--- src/rtl/layer2_sequencer.sv ---
// Layer-2 sequencer: runs one N_HID x N_OUT multiply-accumulate pass into a
// single gSRAM row, then a sigmoid pass over the N_OUT accumulated outputs.
module layer2_sequencer #(
  parameter int N_HID   = 10,
  parameter int N_OUT   = 10,
  parameter int RD_LAT  = 1,
  parameter int SIG_LAT = 1
) (
  input  logic       clk,
  input  logic       reset,
  input  logic       start,
  input  logic       abort,
  input  logic [3:0] slot,
  output logic       busy,
  output logic       done,
  output logic [4:0] reg_addr,
  output logic       reg_sel,
  output logic       acc_zero,
  output logic [3:0] w2_addr,
  output logic       w2_next_row,
  output logic [3:0] gsram_row,
  output logic [3:0] gsram_col,
  output logic       gsram_we,
  output logic       gsram_mux
);

  typedef enum logic [2:0] {
    IDLE,
    MAC_RD,
    MAC_WR,
    SIG_RD,
    SIG_WR,
    DONE
  } state_t;

  localparam logic [4:0] I_LAST   = 5'(N_HID - 1);
  localparam logic [3:0] J_LAST   = 4'(N_OUT - 1);
  localparam logic [2:0] MAC_HOLD = 3'(RD_LAT - 1);
  localparam logic [2:0] SIG_HOLD = 3'(RD_LAT + SIG_LAT - 1);

  state_t     state;
  logic [4:0] i;
  logic [3:0] j;
  logic [2:0] hold;
  logic       we_q;

  // Index counters are themselves the address registers; i is cleared on
  // entry to the sigmoid phase so reg_addr reads 0 there.
  assign reg_addr  = i;
  assign w2_addr   = j;
  assign gsram_col = j;

  // Abort must suppress the write in the very cycle it arrives.
  assign gsram_we  = we_q & ~abort;

  // Pass state machine with registered outputs.
  always_ff @(posedge clk or negedge reset) begin
    if (!reset) begin
      state       <= IDLE;
      i           <= '0;
      j           <= '0;
      hold        <= '0;
      we_q        <= 1'b0;
      busy        <= 1'b0;
      done        <= 1'b0;
      reg_sel     <= 1'b0;
      acc_zero    <= 1'b0;
      w2_next_row <= 1'b0;
      gsram_row   <= '0;
      gsram_mux   <= 1'b0;
    end else begin
      we_q        <= 1'b0;
      done        <= 1'b0;
      w2_next_row <= 1'b0;
      if (abort && state != IDLE) begin
        state     <= IDLE;
        i         <= '0;
        j         <= '0;
        hold      <= '0;
        busy      <= 1'b0;
        reg_sel   <= 1'b0;
        acc_zero  <= 1'b0;
        gsram_mux <= 1'b0;
      end else begin
        unique case (state)
          IDLE: begin
            if (start && !abort) begin
              state     <= MAC_RD;
              gsram_row <= slot;
              i         <= '0;
              j         <= '0;
              hold      <= '0;
              busy      <= 1'b1;
              acc_zero  <= 1'b1;
              reg_sel   <= 1'b0;
              gsram_mux <= 1'b0;
            end
          end
          MAC_RD: begin
            if (hold == MAC_HOLD) begin
              state       <= MAC_WR;
              hold        <= '0;
              we_q        <= 1'b1;
              // Row-advance pulse coincides with the write that ends a row.
              w2_next_row <= (j == J_LAST) && (i != I_LAST);
            end else begin
              hold <= hold + 3'd1;
            end
          end
          MAC_WR: begin
            if (j != J_LAST) begin
              j     <= j + 4'd1;
              state <= MAC_RD;
            end else if (i != I_LAST) begin
              j        <= '0;
              i        <= i + 5'd1;
              acc_zero <= 1'b0;
              state    <= MAC_RD;
            end else begin
              j         <= '0;
              i         <= '0;
              acc_zero  <= 1'b0;
              reg_sel   <= 1'b1;
              gsram_mux <= 1'b1;
              state     <= SIG_RD;
            end
          end
          SIG_RD: begin
            if (hold == SIG_HOLD) begin
              state <= SIG_WR;
              hold  <= '0;
              we_q  <= 1'b1;
            end else begin
              hold <= hold + 3'd1;
            end
          end
          SIG_WR: begin
            if (j != J_LAST) begin
              j     <= j + 4'd1;
              state <= SIG_RD;
            end else begin
              j         <= '0;
              busy      <= 1'b0;
              done      <= 1'b1;
              reg_sel   <= 1'b0;
              gsram_mux <= 1'b0;
              state     <= DONE;
            end
          end
          DONE: begin
            state <= IDLE;
          end
          default: begin
            state <= IDLE;
          end
        endcase
      end
    end
  end

endmodule

--- config.mk ---
export PLATFORM = sky130hd
export DESIGN_NAME = layer2_sequencer
export DESIGN_NICKNAME = d
export VERILOG_FILES = /design/src/rtl/layer2_sequencer.sv
export SDC_FILE = /design/constraint.sdc
export NUM_CORES = 1
export LEC_CHECK = 0
export ABC_AREA = 1
export BUFFER_PORTS_ARGS = -buffer_cell sky130_fd_sc_hd__buf_2
export CAP_MARGIN = 10
export CORE_MARGIN = 2
export CORE_UTILIZATION = 45
export DETAILED_ROUTE_END_ITERATION = 12
export HOLD_SLACK_MARGIN = 0.1
export PLACE_DENSITY = 0.68
export SLEW_MARGIN = 10
export SYNTH_ARGS = -nofsm -noshare
export SYNTH_HDL_FRONTEND = slang
export SYNTH_SLANG_ARGS = --single-unit
--- constraint.sdc ---
create_clock -name clk -period 1.87 [get_ports clk]
set_clock_uncertainty 0.2 [all_clocks]
set_input_delay 0.374 -clock clk [delete_from_list [all_inputs] [get_ports clk]]
set_output_delay 0.374 -clock clk [all_outputs]
set_load 0.005 [all_outputs]
# After elaboration in Yosys (flattened, before gate mapping)
# Index checks and enable logic that the tools add are counted.
word_totals:
  regBits: 25
  latchBits: 0
  ramBits: 0
  romBits: 0
  output_inout_bits: 24
  wordCells: 94
  mem_count: 0
classes:
  add_sub_neg: 3
  mul: 0
  div_mod_pow: 0
  magnitude_cmp: 0
  n_eq_ne: 14
  shift: 0
  n_mux: 43
  bitwise: 3
  n_reduce_logical: 20
ops:
  columns: ["op", "count"]
  rows:
  - ["two-way mux 3 bit", 9]
  - ["two-way mux 5 bit", 4]
  - ["inequality test 3 bit, second input constant", 6]
  - ["two-way mux 1 bit", 17]
  - ["case mux 3 bit (5 select lines)", 1]
  - ["two-way mux 4 bit", 3]
  - ["AND reduction 3 bit", 4]
  - ["nonzero test 3 bit", 4]
  - ["case mux 5 bit (2 select lines)", 1]
  - ["case mux 3 bit (3 select lines)", 1]
  - ["case mux 4 bit (2 select lines)", 1]
  - ["nonzero test 4 bit", 2]
  - ["== test 3 x 1 -> 1 bit, second input constant", 2]
  - ["== test 3 x 2 -> 1 bit, second input constant", 2]
  - ["zero test 3 bit", 2]
  - ["case mux 1 bit (2 select lines)", 3]
  - ["adder 5 x 1 -> 5 bit, second input constant", 1]
  - ["inequality test 5 x 4 -> 1 bit, second input constant", 1]
  - ["AND reduction 5 bit", 1]
  - ["adder 4 x 1 -> 4 bit, second input constant", 1]
  - ["== test 4 bit, second input constant", 1]
  - ["two-way mux 2 bit", 2]
  - ["inequality test 4 bit, second input constant", 1]
  - ["AND reduction 2 bit", 2]
  - ["other kinds (8)", 11]

# Depth between registers and ports, before layout
# Gate-level depths: netlist of run 1.
logic_depth:
  word_depth: 5
  depth_mapped: 11
  ltp_nobuf: 11

# Worst setup path after synthesis of run 1
# No wires, ideal clock.
synth_path:
  kind: "reg-to-reg"
  start: "register j[1], in the netlist gsram_col[1]"
  end: "register i[2], in the netlist reg_addr[2]"
  setup_ps: 118
  arrival_time_ps: 1222
  path_slack_ps: 330
  stages_incl_launch_ff: 10
  path_buffers: 0
  synth_period_minus_slack_ps: 1540
  cell_sequence: "dfrtp_1 inv_1 ha_1 nand2_1 nor2_4 nor2_2 nor2_4 inv_2 nand2_1 o21ai_2"
synth_between:
  elab_chain_len: 3
synth_lines:
  columns: ["item", "line", "rtl"]
  rows:
  - ["from (decl)", "43", "logic [3:0] j;"]
  - ["from (signal assigned)", "112", "j <= j + 4'd1;"]
  - ["from (signal assigned)", "139", "j <= j + 4'd1;"]
  - ["inequality test 4 bit", "111", "if (j != J_LAST) begin"]
  - ["inequality test 3 bit (no line)", null, null]
  - ["AND reduction 3 bit (no line)", null, null]
  - ["to (signal assigned)", "116", "i <= i + 5'd1;"]
  - ["to (decl)", "42", "logic [4:0] i;"]
# Every way passes these cells.
# A chain may end at the register's enable or synchronous reset.

# Worst setup path in the final report of run 1
layout_path:
  start: "register state[2]"
  end: "register j[3], in the netlist gsram_col[3]"
layout_between:
  elab_chain_len: 4
layout_lines:
  columns: ["item", "line", "rtl"]
  rows:
  - ["from (decl)", "41", "state_t state;"]
  - ["from (signal assigned)", "59", "state <= IDLE;"]
  - ["from (signal assigned)", "76", "state <= IDLE;"]
  - ["from (signal assigned)", "88", "state <= MAC_RD;"]
  - ["== test 3 bit (tied with other cells)", "85", "unique case (state)"]
  - ["OR reduction 2 bit (no line) / logical AND 1 bit (equally long branches)", null, null]
  - ["case mux 4 bit (2 select lines) (tied with other cells)", "85", null]
  - ["two-way mux 4 bit / AND reduction 2 bit (equally long branches)", null, null]
# Several ways; a longest one is shown, not always the timed one.

==> metrics.txt, run 1 <==
status=finished clean; Startpoint Class=flip-flop; vias in the first global route=1,266; FMAX=0.604 GHz; Tmin final=1.66 ns; total routed wirelength=approximately 2900 µm; synthesized area per cell=8.07 µm²; CP arrival=1.72 ns; VDD IR-drop max=546 µV; register area=about 630 µm²; latest clock arrival within the worst-skew pair=0.31 ns; chip width=between 60 and 70 µm; CP Max Fanout=9; Worst R2R Setup Slack=0.21 ns; Hold Crit Class=reg -> reg; Remaining DRCs=0; post-synth cell types=27; Mapped Cells=189; RSZ-0062 raised after global routing=no; switching share of power=41.9%; fin nets=241; initial antenna violation count=0; Worst slew margin=63.2%; post-DP HPWL=2210 µm; Remaining Overflow, GRT=0; gpl congestion=0.828; Clk pwr share=13.0%; die area=3870 µm²; Finish-stage setup viols=0; Final Cell Area=about 1800 µm²; Slew @ Worst Pin=0.551 ns; Synth area leaders=dfrtp_1 (41%), nand2_1 (12%), ha_1 (6.6%); Gate power share=about 47%; final setup TNS=0 ns; Hold Startpoint=acc_zero$_DFFE_PN0P_; Crit. End Element=flip-flop; area leader, netlist=dfrtp_1; Hold Path Stages=2; Slew Viols, Final=0; Routed Antenna Nets=0; worst-case clock buffer depth=2; Seq cells post-synth=25; Layout Area Growth over Synthesis=17.1%; Crit Path Category=reg -> reg; R2R depth=7; Cell Area, Synth=about 1500 µm²; reg2reg end=gsram_col[3]$_DFFE_PN0P_; GRT Total Usage=between 10% and 20%; Vias=~1,300; Initial Util=46.4%; Syn. warnings=0; TritonCTS clock tree=built; I/O pins=32; Rows=21; placed inst area=1700 µm²; Final Hold Fails=0; Routed wire per std cell=10.8 µm; Pwr Density=1050 nW/µm²; CTS H-tree lvls=1; initial DRC count=32; P_leak=1.01 nW; clock-pin slew on the worst setup and hold paths=between 0.1 and 0.15 ns; Root Driver=clkbuf_4; reported net switching power=782 µW; Int Pwr=1.08 mW; layout cells sized above 1=27.2%; first-pass GRT wire length=around 5200 µm; Multi-input gate area=769 µm²; Seq pwr share=40.4%; worst r2r src=state[2]$_DFFE_PN0P_; Mapped Nets=205; top-area cell type share of the netlist area=41.0%; Num CTS Buffers=3; ratio of final minimum period to clock period=88.6%; drt via density=4.86; Die Y=roughly 62 µm; diodes inserted=0; fillers=310; clock sink count=25; max_cap viols=0; hold endpoint=acc_zero$_DFFE_PN0P_; Worst EP required=1.94 ns; CORE AREA=3280 µm²; Seq/Total Area, Yosys=between 40% and 50%; PortBufs=31; DRT Pass-1 Iters=4; largest net degree at the start of global routing=26
==> cell families after synthesis <==
| kind of cell | Yosys count | synth area share [%] |
|---|---|---|
| AO/OA/AOI/OAI | 13 | 4.92 |
| XOR/XNOR | 5 | 2.87 |
| adder cells (fa/ha/maj) | 8 | 6.56 |
| buffers and inverters | 28 | 8.70 |
| flip-flops | 25 | 41.0 |
| multiplexers | 4 | 2.95 |
| AND/OR/NAND/NOR | 106 | 33.0 |
==> synth_stat cells <==
cell type  instances
inv_2              4
o21ai_1            4
nor4_2             1
dfrtp_1           25
nand3_1           19
nand2_1           50
a21oi_1            2
o21bai_2           1
buf_6              1
nand4_1            3
nor2_4             3
nand2_4            1
nor3_1             2
inv_1             17
buf_2              1
nand3b_1           2
o21ai_2            1
xnor2_1            1
nor2_1            15
nor2_2             2
xor2_1             4
buf_4              5
nand2_2            7
o21ai_0            5
ha_1               8
mux2_2             4
and3_1             1
==> placed cells by master (no fill, tap or decap), types with 2 or more instances in the layout <==
cell type / n
nand2_1: 49
buf_2: 30
dfrtp_1: 25
nand3_1: 19
inv_1: 16
nor2_1: 15
nand2_2: 8
ha_1: 8
inv_2: 5
o21ai_0: 5
dlygate4sd3_1: 5
xor2_1: 4
o21ai_1: 4
mux2_2: 4
nor2_4: 3
nand4_1: 3
clkbuf_4: 3
nor3_1: 2
nor2_2: 2
a21oi_1: 2
nand3b_1: 2
buf_4: 2
==> worst max path at each step <==
stage / startpoint / to / slack, ns / cells after the start
floorplan: gsram_col[1]$_DFFE_PN0P_ / reg_addr[2]$_DFFE_PN0P_ / 0.33 / 9
global placement: abort / gsram_row[0]$_DFFE_PN0P_ / 0.23 / 6
detailed placement: abort / gsram_row[0]$_DFFE_PN0P_ / 0.21 / 6
CTS: abort / gsram_we / 0.03 / 4
global route: state[2]$_DFFE_PN0P_ / gsram_col[3]$_DFFE_PN0P_ / 0.04 / 7
finish: state[2]$_DFFE_PN0P_ / gsram_col[3]$_DFFE_PN0P_ / 0.21 / 7
==> power by group through the flow <==
stage | clock, mW | sequential [mW] | combinational (mW)
detailed placement | 0 | 0.767 | 0.863
CTS | 0.258 | 0.756 | 0.874
global placement | 0 | 0.766 | 0.856
floorplan | 0 | 0.769 | 0.627
global route | 0.281 | 0.775 | 0.991
finish | 0.242 | 0.754 | 0.870
==> registers in the layout, summed over array words and instances, names as in the netlist, 3 cells and up <==
name / count
reg_addr: 5
state: 3
hold: 3
gsram_col: 4
gsram_row: 4
==> critical path: stages (launching register included) <==
cell and delay [ns]:
dfrtp_1 0.47, nor2_1 0.19, nand2_1 0.11, nand2_2 0.17
inv_1 0.12, nor2_1 0.18, nand3_1 0.10, nand2_1 0.07
==> layer usage <==
layer	track usage (%)	part of all wire, %
met3	2.36	5.3
met2	26.9	46
met1	22.3	48
met5	0	0
met4	6.39	0.79
==> layout make-up <==
cell class              instances  share of cell area [%]
multi-input cells             136                    43.1
flip-flops and latches         25                    35.0
repair buffers                 38                    12.8
inverters                      21                    4.41
well taps                      46                    3.22
clock buffers                   4                    1.47
==> stage by stage <==
step	std cells	util, %	worst slack (ns)	power [mW]	hold WS [ns]
finish	270	54.4	0.214	1.87	0.286
global route	270	54.4	0.0350	2.05	0.294
CTS	271	54.4	0.0257	1.89	0.293
detailed placement	261	51.7	0.212	1.63	0.201
global placement	261	51.7	0.231	1.62	0.200
floorplan	189	-	0.330	1.40	-0.122
==> what timing repair did <==
action,CTS,global route
setup buffers,0,0
hold endpoints to repair,30,0
setup endpoints to repair,0,14
hold buffers,6,0
gates resized for setup,0,3
No activity file was read; power rests on OpenSTA's default activity.
==> run 2: changes to the inputs <==
--- a/config.mk
+++ b/config.mk
@@ -13,5 +13,5 @@
 export DETAILED_ROUTE_END_ITERATION = 12
 export HOLD_SLACK_MARGIN = 0.1
-export PLACE_DENSITY = 0.68
+export PLACE_DENSITY = 0.7
 export SLEW_MARGIN = 10
 export SYNTH_ARGS = -nofsm -noshare
==> constraint.sdc (replaced) <==
create_clock -name clk -period 1.4 [get_ports clk]
set_clock_uncertainty 0.2 [all_clocks]
set_input_delay 0.28 -clock clk [delete_from_list [all_inputs] [get_ports clk]]
set_output_delay 0.28 -clock clk [all_outputs]
set_load 0.02 [all_outputs]
==> run 2 against run 1 <==
  * The flow now finishes with violations (negative setup slack)
  * Largest power group unchanged
  * Non-clock buffer count rose by 61
  * Clock-buffer cell count did not move
  * Largest cell class unchanged
  * Maximum frequency fell by 1.9%
  * Via count grew 33%
  * Clock power rose by 54%
  * Sequential share of layout area is 12 points lower
  * Power is 120% higher
  * Worst hold slack worse by 0.10 ns
  * Register-to-register slack worse by 0.50 ns
  * Sequential cell count did not move
  * Highest routed layer unchanged
  * Utilization grew 27 points
==> metrics.txt, run 2 (synthesis gave the netlist of run 1 again) <==
drt via density=5.29 (was 4.86); Worst EP required=1.46 ns (was 1.94 ns); switching share of power=45.4% (was 41.9%); PortBufs=31 (unchanged); hold_ws=0.187 ns (was 0.286 ns); Crit. End Element=flip-flop (unchanged); met2 routed wirelength=3040 µm (was 1330 µm); Remaining Overflow, GRT=0 (unchanged); commonest non-fill, non-tap cell in the layout=buf_4 (was nand2_1); Startpoint Class=flip-flop (unchanged); first-pass GRT wire length=7340 µm (was 5220 µm); Post-Route M1 WL=2010 µm (was 1410 µm); Pwr Density=1530 nW/µm² (was 1050 nW/µm²); CORE AREA=3280 µm² (unchanged); Slew @ Worst Pin=0.265 ns (was 0.551 ns); Critical Path End=gsram_mux$_DFFE_PN0P_ (was gsram_col[3]$_DFFE_PN0P_); Final WS setup=-0.288 ns (was 0.214 ns); FMAX=0.592 GHz (was 0.604 GHz); final setup TNS=-6.54 ns (was 0 ns); Finish-stage setup viols=40 (was 0); Num CTS Buffers=3 (unchanged); latest clock arrival within the worst-skew pair=0.34 ns (was 0.31 ns); Crit Path Category=reg -> reg (unchanged); status=finished with violations (was finished clean); Int Pwr=2.24 mW (was 1.08 mW); DRT Pass-1 Iters=4 (unchanged); layout cells sized above 1=59.3% (was 27.2%); die area=3870 µm² (unchanged); initial DRC count=138 (was 32); metal3 WL=283 µm (was 156 µm); register area=629 µm² (was 626 µm²); Routed wire per std cell=16.8 µm (was 10.8 µm); diodes inserted=0 (unchanged); TritonCTS clock tree=built (unchanged); Worst slew margin=82.3% (was 63.2%); clock-pin slew on the worst setup and hold paths=0.16 ns (was 0.13 ns); largest stage delay on the critical path=0.45 ns (was 0.47 ns); Rows=21 (unchanged); fin nets=302 (was 241); Remaining DRCs=0 (unchanged); gpl congestion=0.871 (was 0.828); I/O pins=32 (unchanged); Max Used Layer=met4 (unchanged); worst-case clock buffer depth=2 (unchanged); Root Driver=clkbuf_4 (unchanged); vias in the first global route=1,643 (was 1,266); initial antenna violation count=0 (unchanged); CTS H-tree lvls=1 (unchanged); Tmin final=1.69 ns (was 1.66 ns); max_cap viols=0 (unchanged); slowest CP cell=dfrtp_1 (unchanged); post-DP HPWL=2670 µm (was 2210 µm); CP Max Fanout=3 (was 9); Slew Viols, Final=0 (unchanged); Hold Crit Class=in -> async (was reg -> reg); Worst R2R Setup Slack=-0.29 ns (was 0.21 ns); cells along the critical path=buf_6, nor2_4, nand3_2, inv_1, nand2_1, nand2_1, inv_2, nand3_1, nand2_1 (was nor2_1, nand2_1, nand2_2, inv_1, nor2_1, nand3_1, nand2_1); reported net switching power=1.86 mW (was 782 µW); Die Y=62.2 µm (unchanged); Tot Pwr=4.10 mW (was 1.87 mW); Clk pwr share=9.1% (was 13.0%); Vias=1,751 (was 1,313); max FFs per register=5 (unchanged); RSZ-0062 raised after global routing=yes (was no); worst r2r src=state[0]$_DFFE_PN0P_ (was state[2]$_DFFE_PN0P_); most frequent cells in the layout=buf_4 (49), buf_6 (35), nand2_1 (33), dfrtp_1 (22), nand2_2 (15) (was nand2_1 (49), buf_2 (30), dfrtp_1 (25), nand3_1 (19), inv_1 (16)); clock sink count=25 (unchanged); Multi-input gate area=1010 µm² (was 769 µm²); R2R depth=9 (was 7); GRT Total Usage=23.8% (was 16.5%); reg2reg end=gsram_mux$_DFFE_PN0P_ (was gsram_col[3]$_DFFE_PN0P_); Gate power share=64.9% (was 46.6%); failing checks=negative setup slack; Seq pwr share=26.0% (was 40.4%); P_leak=1.40 nW (was 1.01 nW); Layout Area Growth over Synthesis=76.0% (was 17.1%); chip width=62.2 µm (unchanged); total routed wirelength=5550 µm (was 2920 µm); ratio of final minimum period to clock period=121% (was 88.6%); Worst Setup SP=state[0]$_DFFE_PN0P_ (was state[2]$_DFFE_PN0P_); fillers=185 (was 310); Initial Util=46.4% (unchanged); VDD IR-drop max=1140 µV (was 546 µV); CP most frequent cell=nand2_1; CP arrival=1.75 ns (was 1.72 ns); largest net degree at the start of global routing=26 (unchanged); Routed Antenna Nets=0 (unchanged); Final Hold Fails=0 (unchanged)
run 2: area by class of cell:
| class | count | share of cell area, % |
|---|---|---|
| clock buffers | 4 | 0.979 |
| multi-input cells | 136 | 37.5 |
| flip-flops and latches | 25 | 23.4 |
| well taps | 46 | 2.14 |
| inverters | 21 | 3.31 |
| repair buffers | 99 | 32.7 |
run 2: per-layer routing:
layer,vias to the layer above,track usage [%]
li1,793,-
met1,851,29.4
met2,86,42.9
met3,21,3.99
met4,0,6.39
met5,-,0
run 2: how the worst min path moves through the flow:
stage                         endpoint  cells after the start
2_1_floorplan     acc_zero$_DFFE_PN0P_                      0
3_3_place_gp            done$_DFF_PN0_                      2
3_5_place_dp     w2_next_row$_DFF_PN0_                      2
4_1_cts                 done$_DFF_PN0_                      4
5_1_grt        reg_addr[1]$_DFFE_PN0P_                      3
6_report       reg_addr[1]$_DFFE_PN0P_                      3
run 2: per-stage QoR:
stage	util [%]	area, µm²	std cells	setup slack, ns
floorplan	-	1570	189	-0.184
global placement	61.8	2030	298	-0.149
detailed placement	61.8	2030	298	-0.183
CTS	74.3	2440	321	-0.174
global route	81.8	2690	331	-0.375
finish	81.8	2690	331	-0.288
run 2: worst max-delay path: cells and delay by family (launching register included):
family / cells / cell delay [ns]
and+or+nand+nor: 6 / 0.64
DFF: 1 / 0.45
buffers and inverters: 3 / 0.31
run 2: power by group through the flow:
stage,combinational [mW],clock (mW),sequential (mW)
after detailed placement,1.68,0,1.02
after floorplan,0.895,0,1.17
after global routing,2.82,0.388,1.08
after CTS,2.08,0.350,1.02
final,2.66,0.372,1.07
after global placement,1.66,0,1.01
run 2: repair_timing:
item,in CTS,in global routing
setup endpoints to repair,39,47
hold buffers,5,0
resized for setup,69,50
pin swaps,22,15
hold endpoints to repair,29,0
setup buffers,14,10
